===== src/rtl/uart_pkg.sv =====
// Shared state encoding and baud-divider helper for the UART transmitter.
package uart_pkg;

  typedef enum logic [2:0] {
    IDLE,
    START,
    DATA,
    PARITY,
    STOP
  } tx_state_t;

  function automatic int unsigned calc_div(input int unsigned clk_hz, input int unsigned baud);
    return clk_hz / baud;
  endfunction

endpackage


===== src/rtl/sync_fifo.sv =====
// Single-clock show-ahead FIFO: rd_data always presents the head word.
// Writes while full and reads while empty are ignored; pointers wrap modulo DEPTH.
module sync_fifo #(
  parameter int WIDTH = 8,
  parameter int DEPTH = 16
) (
  input  logic                     clk,
  input  logic                     rst_n,
  input  logic                     wr_en,
  input  logic [WIDTH-1:0]         wr_data,
  input  logic                     rd_en,
  output logic [WIDTH-1:0]         rd_data,
  output logic                     full,
  output logic                     empty,
  output logic [$clog2(DEPTH):0]   level
);

  localparam int AW = $clog2(DEPTH);
  localparam int LW = AW + 1;

  logic [WIDTH-1:0] mem_q [DEPTH];
  logic [AW-1:0]    wr_ptr_q;
  logic [AW-1:0]    rd_ptr_q;
  logic [LW-1:0]    level_q;
  logic             do_wr;
  logic             do_rd;

  assign full    = (level_q == LW'(DEPTH));
  assign empty   = (level_q == '0);
  assign do_wr   = wr_en & ~full;
  assign do_rd   = rd_en & ~empty;
  assign rd_data = mem_q[rd_ptr_q];
  assign level   = level_q;

  always_ff @(posedge clk) begin
    if (!rst_n) begin
      wr_ptr_q <= '0;
      rd_ptr_q <= '0;
      level_q  <= '0;
    end else begin
      if (do_wr) wr_ptr_q <= wr_ptr_q + 1'b1;
      if (do_rd) rd_ptr_q <= rd_ptr_q + 1'b1;
      case ({do_wr, do_rd})
        2'b10:   level_q <= level_q + 1'b1;
        2'b01:   level_q <= level_q - 1'b1;
        default: level_q <= level_q;
      endcase
    end
  end

  always_ff @(posedge clk) begin
    if (do_wr) mem_q[wr_ptr_q] <= wr_data;
  end

endmodule


===== src/rtl/uart_tx_fifo.sv =====
// FIFO-buffered UART transmitter; txd is registered one clock behind the state, in_ready = !full.
// Define UART_TX_PARITY_EN to insert a parity bit (even, or odd when PARITY_ODD=1) after the data.
module uart_tx_fifo #(
  parameter int CLK_HZ     = 50_000_000,
  parameter int BAUD       = 9600,
  parameter int DATA_W     = 8,
  parameter int FIFO_DEPTH = 16,
  parameter int STOP_BITS  = 1,
  parameter int PARITY_ODD = 0
) (
  input  logic                          clk,
  input  logic                          rst_n,
  input  logic [DATA_W-1:0]             in_data,
  input  logic                          in_valid,
  output logic                          in_ready,
  output logic                          txd,
  output logic                          busy,
  output logic [$clog2(FIFO_DEPTH):0]   level
);

  import uart_pkg::*;

  localparam int unsigned DIV   = calc_div(CLK_HZ, BAUD);
  localparam int          CNT_W = (DIV > 1) ? $clog2(DIV) : 1;
  localparam int          IDX_W = $clog2(DATA_W);

  if (DATA_W < 5 || DATA_W > 8 || (STOP_BITS != 1 && STOP_BITS != 2) ||
      (PARITY_ODD != 0 && PARITY_ODD != 1) || FIFO_DEPTH < 2 || FIFO_DEPTH > 256 ||
      (FIFO_DEPTH & (FIFO_DEPTH - 1)) != 0 || DIV < 1) begin : g_bad_params
    $error("uart_tx_fifo: illegal parameter combination");
  end

  tx_state_t                       state_q;
  logic                            txd_q;
  logic [CNT_W-1:0]                bit_cnt_q;
  logic [IDX_W-1:0]                bit_idx_q;
  logic [DATA_W-1:0]               shift_q;
`ifdef UART_TX_PARITY_EN
  logic                            par_q;
`endif

  logic [DATA_W-1:0]               fifo_rd_data;
  logic                            fifo_full;
  logic                            fifo_empty;
  logic [$clog2(FIFO_DEPTH):0]     fifo_level;
  logic                            bit_end;
  logic                            stop_end;
  logic                            pop;

  sync_fifo #(
    .WIDTH (DATA_W),
    .DEPTH (FIFO_DEPTH)
  ) u_fifo (
    .clk     (clk),
    .rst_n   (rst_n),
    .wr_en   (in_valid),
    .wr_data (in_data),
    .rd_en   (pop),
    .rd_data (fifo_rd_data),
    .full    (fifo_full),
    .empty   (fifo_empty),
    .level   (fifo_level)
  );

  assign bit_end  = (bit_cnt_q == CNT_W'(DIV - 1));
  assign stop_end = (state_q == STOP) && bit_end && (bit_idx_q == IDX_W'(STOP_BITS - 1));
  // Pop from IDLE, or at the very end of STOP so back-to-back frames have no idle clock.
  assign pop      = ~fifo_empty & ((state_q == IDLE) | stop_end);

  assign in_ready = ~fifo_full;
  assign txd      = txd_q;
  assign busy     = (state_q != IDLE) | (fifo_level != '0);
  assign level    = fifo_level;

  always_ff @(posedge clk) begin
    if (!rst_n) begin
      state_q   <= IDLE;
      txd_q     <= 1'b1;
      bit_cnt_q <= '0;
      bit_idx_q <= '0;
      shift_q   <= '0;
`ifdef UART_TX_PARITY_EN
      par_q     <= 1'b0;
`endif
    end else begin
      case (state_q)
        START:   txd_q <= 1'b0;
        DATA:    txd_q <= shift_q[0];
`ifdef UART_TX_PARITY_EN
        PARITY:  txd_q <= par_q;
`endif
        default: txd_q <= 1'b1;
      endcase

      if (pop) begin
        state_q   <= START;
        shift_q   <= fifo_rd_data;
        bit_cnt_q <= '0;
        bit_idx_q <= '0;
`ifdef UART_TX_PARITY_EN
        par_q     <= (^fifo_rd_data) ^ (PARITY_ODD != 0);
`endif
      end else if (state_q != IDLE) begin
        if (!bit_end) begin
          bit_cnt_q <= bit_cnt_q + 1'b1;
        end else begin
          bit_cnt_q <= '0;
          case (state_q)
            START: state_q <= DATA;
            DATA: begin
              shift_q <= shift_q >> 1;
              if (bit_idx_q == IDX_W'(DATA_W - 1)) begin
                bit_idx_q <= '0;
`ifdef UART_TX_PARITY_EN
                state_q   <= PARITY;
`else
                state_q   <= STOP;
`endif
              end else begin
                bit_idx_q <= bit_idx_q + 1'b1;
              end
            end
`ifdef UART_TX_PARITY_EN
            PARITY: state_q <= STOP;
`endif
            STOP: begin
              if (stop_end) begin
                bit_idx_q <= '0;
                state_q   <= IDLE;
              end else begin
                bit_idx_q <= bit_idx_q + 1'b1;
              end
            end
            default: state_q <= IDLE;
          endcase
        end
      end
    end
  end

endmodule


===== config.mk =====
export PLATFORM = sky130hd
export DESIGN_NAME = uart_tx_fifo
export DESIGN_NICKNAME = d
export VERILOG_FILES = /design/src/rtl/uart_pkg.sv /design/src/rtl/sync_fifo.sv /design/src/rtl/uart_tx_fifo.sv
export SDC_FILE = /design/constraint.sdc
export NUM_CORES = 1
export LEC_CHECK = 0
export BUFFER_PORTS_ARGS = -buffer_cell sky130_fd_sc_hd__clkbuf_2
export CAP_MARGIN = 20
export CORE_MARGIN = 2
export CORE_UTILIZATION = 60
export DETAILED_ROUTE_END_ITERATION = 16
export PLACE_DENSITY = 0.83
export SETUP_SLACK_MARGIN = 0.02
export SLEW_MARGIN = 0
export SYNTH_ARGS = -nofsm -noshare
export SYNTH_HDL_FRONTEND = slang
export SYNTH_SLANG_ARGS = --single-unit

===== constraint.sdc =====
create_clock -name clk -period 3.8 [get_ports clk]
set_clock_uncertainty 0.1 [all_clocks]
set_input_delay 0.57 -clock clk [delete_from_list [all_inputs] [get_ports clk]]
set_output_delay 0.57 -clock clk [all_outputs]
set_load 0.005 [all_outputs]

# Word level (Yosys, flattened, before mapping)
# Memory sizes are Yosys's and may differ from the RTL's. A register that Yosys moved wholly into a read port is not among the register bits.
# Index checks and enable logic that the tools add are counted.
# word_totals
memories	1
out_inout_bits	8
ram_bits	128
regBits	41
# op_classes
mux	20
addsub	6
reduce_logical	17
bitwise	8
eq_ne	12
# memory_table
name	depth	width	rd	rd_clocked_by_memory_dff	wr	line_no	rtl
u_fifo.mem_q	16	8	1	1	1	sync_fifo.sv:21	logic [WIDTH-1:0] mem_q [DEPTH];
# op_table
operator	n
$mux 8	4
$add 13x1->13 const B	1
$eq 13x13->1 const B	1
$mux 13	1
$mux 3	4
$pmux 5 s2	1
$reduce_bool 2->1	5
$pmux 3 s3	1
$add 4x1->4 const B	2
$mux 4	2
$reduce_and 4->1	2
$eq 3x3->1 const B	2
$logic_not 3->1	2
$ne 3x2->1 const B	2
$pmux 3 s2	1
$reduce_and 3->1	2
$add 5x1->5 const B	1
$eq 5x5->1 const B	1
$logic_not 5->1	1
$mux 1	5
$reduce_bool 5->1	1
$sub 5x1->5 const B	1
$ne 2x2->1 const B	2
$add 3x1->3 const B	1
11 further kinds	17

# Longest topological paths before layout
# logic_depth
ltp_word	8
depth_mapped	15
mapped_depth_nobuf	14

# Cells and area by module
# Synthesis repeated with hierarchy kept, for this count alone.
# unflattened
cells_unflattened	518
area_unflattened_um2	7455.9
# modules_own_cells
module	area_per_inst_um2	cells_each	n_inst	seq_area_each_um2
sync_fifo	5931.9	331	1	4184.0
uart_tx_fifo	1524.0	187	1	560.5

# Worst setup path before layout
# No wires, ideal clock.
# synth_timing
path_kind	reg-to-reg
from	register u_fifo.level_q[1] (netlist: u_fifo.level[1])
to	register u_fifo.level_q[4] (netlist: u_fifo.level[4])
period_less_slack_ns	3.273
path_stages_with_launch	15
setup_slack_ns	0.527
path_buffers	2
required_ns	3.630
setup_ns	0.070
arrival_time_ns	3.103
path_cell_list	dfxtp_1 buf_6 or4_4 o211a_1 a21oi_4 buf_6 inv_2 ha_1 xor2_1 ha_1 a211o_1 a21oi_1 a221oi_1 or3_1 a21oi_1
# synth_via
elab_chain_cells	6
# synth_lines
item	line_no	rtl
start: declaration	sync_fifo.sv:24	logic [LW-1:0] level_q;
start signal: assignment	sync_fifo.sv:44	2'b10: level_q <= level_q + 1'b1;
start signal: assignment	sync_fifo.sv:45	2'b01: level_q <= level_q - 1'b1;
start signal: assignment	sync_fifo.sv:46	default: level_q <= level_q;
$logic_not 5->1 *	sync_fifo.sv:29	assign empty = (level_q == '0);
$not 1->1 *	sync_fifo.sv:31, uart_tx_fifo.sv:68	
$and 1x1->1	uart_tx_fifo.sv:68	assign pop = ~fifo_empty & ((state_q == IDLE) | stop_end);
$and 1x1->1 *	sync_fifo.sv:31	assign do_rd = rd_en & ~empty;
named net u_fifo.do_rd	sync_fifo.sv:26	logic do_rd;
$eq 2x1->1 or $eq 2x2->1 (tied branches)	sync_fifo.sv:43	case ({do_wr, do_rd})
$pmux 5 s2 or $reduce_bool 2->1 (tied branches)	-	
# Mark *: on every way through the listed nets, which the timed path passes. The rest lies on a longest branch.
# A chain may end at the register's enable or synchronous reset.

# Worst setup path after layout
# Ends and elaborated chain as after synthesis.

==> results.cfg <==
[clock_tree]
clk_latency_ns = 0.43
root_buffer = clkbuf_16
clock_path_buffers = 2
cts_tree = yes
clkSinkCount = 173
cts_resized = 0
numCtsBuffers = 17
path_clk_slew_ns = 0.07
htreeDepth = 4
cts-hold-fix-buffers = 0
post_cts_buffers = 0

[final_layout]
nets = 523
area.growth.synth_to_final_pct = 10.7
drive_above_1_share_pct = 18.9
antennaDiodeCount = 0
fill_cells = 712
postLayoutCoreUtil_pct = 68.9
final_cells = 655

[grt]
antenna_found_initial = 0
gr-total-overflow = 0
grt.total_usage_pct = 24.1
grt_max_degree = 26
grt_pass1_wl_um = 22700
first_global_vias = 4206

[sta]
period_minus_slack_ns = 3.30
fmax_mhz = 303
worst_pin_slew_ns = 0.972
final-max-slew-violation-count = 0
hold_viol = 0
setup-tns-final_ns = 0
slew-limit-headroom_pct = 35.1
rsz0062_at_grt = no
post-route-period-util_pct = 86.9
finalSetupViolations = 0

[critical_path]
reg2regPathDepth = 12
r2r_start = u_fifo.level[1]
r2r_slack_ns = 0.50
worstSetupStartpointType = flop
cp_data_arrival_time_ns = 3.56
cp.required_ns = 4.06
r2r-end = u_fifo.level[4]
crit_type = reg -> reg
crit_fanout = 10
end_kind = flop

[floorplanning]
initial_core_util_pct = 62.2
coreArea_mm2 = 0.0115
die_area_mm2 = 0.0128
ioPinCount = 19
row_count = 39
die_w_um = 113
die_y_um = 113

[min_path]
holdPathEnd = txd
hold_path_depth = 2
worstHoldStart = rst_n
hp-class = in -> reg

[placed_design]
dp_cells = 623
gp_congestion = 0.844
port_buffers = 18
place_hpwl_um = 8780

[routing]
routed_wl_um = 14200
ant_nets = 0
drc = 0
route.detailed.wl_per_inst_um = 21.7
drt_pass1_iterations = 5
vias = 4118
via_per_inst = 6.29
drtIter0Drc = 482

[yosys]
async_flop_share_pct = 0
synth_flop_cell = edfxtp_1
ys_seq_area_share_pct = 66.2
synth_nets = 501
yosys_register_bits = 173
ys_types = 55
synth_area_per_cell_um2 = 15.0
netlist_instances = 477
ys_warn_count = 0
netlist_area_mm2 = 0.00717
synth_enable_flop_cells = 128

[power_and_ir_drop]
p_per_area_mw_per_mm2 = 639
total_power_mw = 5.07
p_leak_nw = 2.64
vdd_drop_max_mv = 0.508

[run_status]
status = complete, no violations

[job]
maxCapViolations = 0
## kinds of logic after synthesis
group           share of synthesized area [%]
buf+inv                                  2.32
flops                                    66.2
xor+xnor                                 2.44
fa+ha+maj                                2.27
compound gates                           5.55
simple gates                             9.71
mux                                      11.5
## metrics by stage
step / instance area (um^2) / hold slack (ns) / worst slack [ns]
after floorplan: 7170 / 0.352 / 0.527
after global placement: 7390 / 0.369 / 0.628
after detailed placement: 7390 / 0.376 / 0.554
after CTS: 7940 / 0.364 / 0.522
after global routing: 7940 / 0.386 / 0.328
final: 7940 / 0.364 / 0.500
## cells in the final DEF, fill, tap and decap left out, types with 3 or more instances in the layout
cell       synthesis  routed
or3_1              8       8
and4_1             3       3
nand4_1            6       6
clkbuf_16          0      17
nand3_1           12      12
mux4_2            32      32
buf_4              2       8
mux2i_1            7       7
clkbuf_2           0      18
o21ai_0            5       5
dfxtp_1           45      45
clkbuf_1           9       3
nor2_1            41      41
o22ai_1           13      13
nand2b_1           9       9
edfxtp_1         128     128
a21oi_1           15      15
ha_1              13      13
nor3_1             8       8
mux2_2             3       3
xnor2_1            9       9
xor2_1            11      11
and3_1             3       3
nor2b_1            3       3
inv_1              9       9
inv_6              0       4
nand2_1           35      35
a311oi_1           4       4
## synth_stat cells, types with 2 or more instances
cell      count  area [um^2]
o21ai_0       5         25.0
a22oi_1       2         15.0
nor2_1       41          154
mux2i_1       7         70.1
nand4_1       6         37.5
or3_1         8         50.1
nand3_1      12         60.1
ha_1         13          163
buf_6         3         33.8
and4_1        3         26.3
a311oi_1      4         35.0
xor2_1       11         96.3
edfxtp_1    128         3840
nor3b_1       2         15.0
dfxtp_1      45          901
mux4_2       32          721
buf_4         2         15.0
buf_1         3         11.3
inv_1         9         33.8
xnor2_1       9         78.8
clkbuf_1      9         33.8
nand2b_1      9         56.3
mux2_2        3         33.8
o211ai_1      2         15.0
and3_1        3         18.8
buf_2         7         35.0
a21oi_1      15         75.1
nor3_1        8         40.0
o22ai_1      13         81.3
nand2_1      35          131
nor2b_1       3         18.8
a31oi_1       2         12.5
## power by group
group / total, mW / switching [mW] / internal (mW)
Clock: 1.63 / 0.721 / 0.909
Sequential: 2.29 / 0.137 / 2.16
Combinational: 1.15 / 0.633 / 0.514
## critical path, cell delays in order (launching register included)
cell and delay, ns:
dfxtp_1 0.41, or4_4 0.56, o211a_1 0.25, a21oi_4 0.16
inv_2 0.08, ha_1 0.31, xor2_1 0.18, ha_1 0.22
a211o_1 0.28, a21oi_1 0.14, a221oi_1 0.07, or3_1 0.32
a21oi_1 0.14
## cell type report
| type | instances | area (um^2) | share of cell area (%) |
|---|---|---|---|
| multi-input cells | 270 | 2260 | 28.4 |
| well taps | 143 | 179 | 2.25 |
| clock inverters | 12 | 111 | 1.40 |
| flip-flops and latches | 173 | 4740 | 59.8 |
| inverters | 10 | 37.5 | 0.473 |
| clock buffers | 20 | 437 | 5.50 |
| repair buffers | 27 | 170 | 2.14 |
## how the worst max path moves through the flow
| stage | endpoint | start | cells past startpoint |
|---|---|---|---|
| final | u_fifo.level[4] | u_fifo.level[1] | 12 |
| after global routing | u_fifo.level[4] | u_fifo.level[1] | 12 |
| after CTS | u_fifo.level[4] | u_fifo.level[1] | 12 |
| after detailed placement | u_fifo.level[4] | u_fifo.level[1] | 12 |
| after global placement | u_fifo.level[4] | u_fifo.level[1] | 12 |
| after floorplan | u_fifo.level[4] | u_fifo.level[1] | 14 |
## per-layer routing
layer,vias up,track usage (%),share of wire [%]
met1,2089,30.0,41
li1,1876,-,-
met3,27,6.80,5.2
met2,126,41.4,52
met5,-,0,0
met4,0,7.80,1.7
## state kept, by name, indices dropped and copies added (netlist names), named ones only
register	flops
txd	1
bit_cnt_q	13
u_fifo.mem_q	128
state_q	3
u_fifo.wr_ptr_q	4
bit_idx_q	3
u_fifo.rd_ptr_q	4
u_fifo.level	5
shift_q	8
Power figures use the tool's default switching activity.
